$ cat config.mk
export PLATFORM = sky130hd
export DESIGN_NAME = mux2to1_8
export DESIGN_NICKNAME = d
export VERILOG_FILES = /design/src/rtl/mux2to1_pkg.sv /design/src/rtl/mux2to1_cell.sv /design/src/rtl/mux2to1_8.sv
export SDC_FILE = /design/constraint.sdc
export NUM_CORES = 1
export LEC_CHECK = 0
export CORE_AREA = 2 2 39 41
export DETAILED_ROUTE_END_ITERATION = 10
export DIE_AREA = 0 0 41 43
export GPL_ROUTABILITY_DRIVEN = 0
export HOLD_SLACK_MARGIN = 0.05
export PLACE_DENSITY = 0.69
export RECOVER_POWER = 50
export SLEW_MARGIN = 5
export SYNTH_ARGS = -nofsm -noshare
export SYNTH_HDL_FRONTEND = slang
export SYNTH_SLANG_ARGS = --single-unit
$ cat constraint.sdc
create_clock -name clk -period 0.8 [get_ports clk]
set_clock_uncertainty 0.15 [all_clocks]
set_input_delay 0.16 -clock clk [delete_from_list [all_inputs] [get_ports clk]]
set_output_delay 0.16 -clock clk [all_outputs]
set_load 0.1 [all_outputs]
$ cat src/rtl/mux2to1_pkg.sv
// ---------------------------------------------------------------------------
// mux2to1_pkg
// Shared constants for the registered 2:1 multiplexer.
//   WIDTH_DEFAULT : default data width of the operands and the result
//   sel_e         : select-line encodings (SEL_A picks A, SEL_B picks B)
// ---------------------------------------------------------------------------
package mux2to1_pkg;

    localparam int unsigned WIDTH_DEFAULT = 9;

    typedef enum logic {
        SEL_A = 1'b0,
        SEL_B = 1'b1
    } sel_e;

endpackage : mux2to1_pkg

$ cat src/rtl/mux2to1_cell.sv
// ---------------------------------------------------------------------------
// mux2to1_cell
// Purely combinational 2:1 selector, width parameterised.
// Ports:
//   a [WIDTH-1:0] : operand chosen when s selects A
//   b [WIDTH-1:0] : operand chosen when s selects B
//   s             : select line
//   y [WIDTH-1:0] : selected operand, bit-for-bit copy
// ---------------------------------------------------------------------------
module mux2to1_cell
    import mux2to1_pkg::*;
#(
    parameter int unsigned WIDTH = WIDTH_DEFAULT
) (
    input  logic [WIDTH-1:0] a,
    input  logic [WIDTH-1:0] b,
    input  logic             s,
    output logic [WIDTH-1:0] y
);

    always_comb begin
        // NOTE: default assigned first so every path drives y -- no latch.
        y = a;
        // Only an explicit 1 selects B; anything else (0, X, Z) falls to A.
        if (sel_e'(s) == SEL_B) begin
            y = b;
        end
    end

endmodule : mux2to1_cell

$ cat src/rtl/mux2to1_8.sv
// ---------------------------------------------------------------------------
// mux2to1_8
// Registered 2:1 multiplexer: one clock of latency, no combinational path
// from inputs to out_8.
// Ports:
//   clk               : single clock, rising-edge active
//   rst               : synchronous active-high reset, clears out_8
//   A     [WIDTH-1:0] : operand loaded when sel = 0
//   B     [WIDTH-1:0] : operand loaded when sel = 1
//   sel               : select line
//   out_8 [WIDTH-1:0] : registered selection result
// ---------------------------------------------------------------------------
module mux2to1_8
    import mux2to1_pkg::*;
#(
    parameter int unsigned WIDTH = WIDTH_DEFAULT
) (
    input  logic             clk,
    input  logic             rst,
    input  logic [WIDTH-1:0] A,
    input  logic [WIDTH-1:0] B,
    input  logic             sel,
    output logic [WIDTH-1:0] out_8
);

    logic [WIDTH-1:0] out_d;
    logic [WIDTH-1:0] out_q;

    mux2to1_cell #(
        .WIDTH (WIDTH)
    ) u_cell (
        .a (A),
        .b (B),
        .s (sel),
        .y (out_d)
    );

    // Reset wins over the load; the first edge after release loads normally.
    always_ff @(posedge clk) begin
        // NOTE: non-blocking so every register samples pre-edge values.
        if (rst) begin
            out_q <= '0;
        end else begin
            out_q <= out_d;
        end
    end

    assign out_8 = out_q;

endmodule : mux2to1_8

==> results of run 1 <==
cells by family after synthesis:
family	Yosys count
buffers and inverters	2
DFF	9
muxes	9
and+or+nand+nor	9
power groups by stage:
stage               Combinational (mW)  Clock [mW]  Sequential, mW
floorplan                       0.0570           0           0.711
global placement                 0.512           0           0.504
detailed placement               0.517           0           0.504
CTS                              0.518       0.358           0.494
global route                     0.534       0.384           0.495
finish                           0.513       0.335           0.494
final timing paths:
kind / depth (start not counted) / endpoint / start / slack, ns
setup / recovery: 1 / out_8[8] / out_8[8] / -0.28
hold / removal: 3 / out_8[1] / B[1] / 0.02
what timing repair did:
| item | 4_1_cts | 5_1_grt |
|---|---|---|
| pin swaps | 0 | 1 |
| gates cloned | 0 | 0 |
| resized for setup | 4 | 3 |
| hold buffers | 0 | 0 |
| setup endpoints to repair | 18 | 13 |
| buffers inserted | 0 | 0 |
cell type report:
cell class                      instances  share of cell area (%)
Tap cell                               16                    2.49
Clock buffer                            4                    3.27
Multi-Input combinational cell         18                    15.4
Timing Repair Buffer                   33                    52.2
Sequential cell                         9                    26.6
synth_stat cells:
cell type,count
mux2i_1,9
buf_1,1
dfxtp_1,9
nor2_1,9
buf_6,1
per-layer routing:
| metal | routed length (um) | vias to the layer above | track usage (%) |
|---|---|---|---|
| met5 | 0 | - | 0 |
| met4 | 8 | 0 | 10.0 |
| met3 | 50 | 2 | 1.57 |
| met2 | 452 | 14 | 17.8 |
| met1 | 245 | 146 | 9.35 |
| li1 | - | 166 | - |
stage by stage:
stage,setup WS (ns),TNS [ns],total power [mW],hold WS [ns]
6_report,-0.276,-2.45,1.34,0.0208
5_1_grt,-0.306,-2.75,1.41,0.0807
4_1_cts,-0.291,-2.58,1.37,0.160
3_5_place_dp,-0.544,-4.56,1.02,0.491
3_3_place_gp,-0.505,-4.42,1.02,0.491
2_1_floorplan,-0.0138,-0.124,0.768,0.153
==> results.yml, run 1 <==
die:
  die-area_mm2: 0.00176
  die_x_um: 41
  pin_count: 30
  coreArea_mm2: 0.00138
  std_cell_rows: 14
  die_h_um: 43
  initial_utilization_pct: 23.1
setup_path:
  slowest_stage: "dfxtp_4"
  crit_family: "flip-flops"
  critPathMaxFanout: 1
  crit_arrival_ns: 0.77
  endpoint_kind: "primary output"
  crit_type: "register to primary output"
  cp.buffers_inverters: 1
  required_ns: 0.49
  cp_cell_sequence: "buf_12"
  critPathLaunchType: "register"
  cpPeakStageDelay_ns: 0.35
logic_synthesis:
  synth_top_area_share_pct: 56.5
  synthTopCellsByArea: "dfxtp_1, mux2i_1, nor2_1"
  ys_seq_area_share_pct: 56.5
  synth_nets: 50
  synth_top_area_cell: "dfxtp_1"
  yosys.area_share.simple_pct: 10.6
  ys_ff_latch: 9
  synth_xor_area_share_pct: 0
  netlist_area_um2: 319
  ys_types: 5
  synthCells: 29
  synth_top_family_by_area: "multiplexers"
  ys_warn_count: 0
  syn_avg_cell_area_um2: 11.0
  synth-compound-area-share_pct: 0
  synthAdderAreaFrac_pct: 0
  synthMuxAreaShare_pct: 28.2
clocking:
  clkTransAtPathRegs_ns: 0.06
  clock_sinks: 9
  clock_path_buffers: 2
  cts.htree.levels: 1
  cts_made_buffers: 3
  cts-root-buf: "clkbuf_4"
  cts_tree: "yes"
cells_and_area:
  n_antenna_cell: 0
  finalNonFillerCells: 80
  seq_area_um2: 214
  stdcell_area_um2: 803
  layout_common_cells: "clkdlybuf4s50_1, mux2i_1, nor2_1, dfxtp_4, buf_12"
  final_nets: 86
  multi_input_area_um2: 124
  largest_reg_flops: 9
  final_common_cell: "clkdlybuf4s50_1"
  post-route-util_pct: 58.0
  fillers: 122
  area_growth_pct: 152
  drive_gt1_share_pct: 39.1
pwr:
  p_switching_uw: 444
  internal_power_uw: 898
  combPwrFrac_pct: 38.3
  cellPowerDensity_mw_per_mm2: 1670
  p_seq_share_pct: 36.8
  p_leak_nw: 0.356
  power_frac_clock_pct: 25.0
  worst_ir_drop_vdd_v: 0.000897
  swShare_pct: 33.1
global_routing:
  grt_max_degree: 7
  antenna_found_initial: 0
  grt_pass1_wl_um: 1190
  grt_use_total_pct: 10.5
  grt_overflow_total: 0
  grt_pass1_vias: 328
sta:
  fin_crit_sh_pct: 135
  max_slew.worst_pin.slew_ns: 0.147
  fmax_ghz: 0.929
  slew_headroom_pct: 89.9
  worst_slack_ns: -0.276
  rsz0062_at_grt: "yes"
  setup_viol: 9
  fin_crit_ns: 1.08
  hold_violations: 0
  maxSlewViolCount: 0
placement:
  dp_cells: 76
  place_area_um2: 768
  io_buffer_count: 29
routing:
  drt_iter0_markers: 1
  vias: 328
  avgRoutedWirePerCell_um: 9.45
  post_drt_via_cell_ratio: 4.10
  drc: 0
  wirelength_um: 756
  first_pass_iters: 2
  ant_nets: 0
worst_hold_path:
  min_path_type: "input port to register"
outcome:
  outcome: "complete, but fails checks"
  violations: "setup timing"
run:
  cap_viol_max_count: 0
(Power assumes the default switching activity.)
==> inputs of run 2 (changes only) <==
--- a/config.mk
+++ b/config.mk
@@ -5,6 +5,7 @@
 export SDC_FILE = /design/constraint.sdc
 export NUM_CORES = 1
 export LEC_CHECK = 0
+export CAP_MARGIN = 5
 export CORE_AREA = 2 2 39 41
 export DETAILED_ROUTE_END_ITERATION = 10
 export DIE_AREA = 0 0 41 43
==> results of run 2 <==
Same layout as run 1: the final DEF is identical, and so are final timing and power.
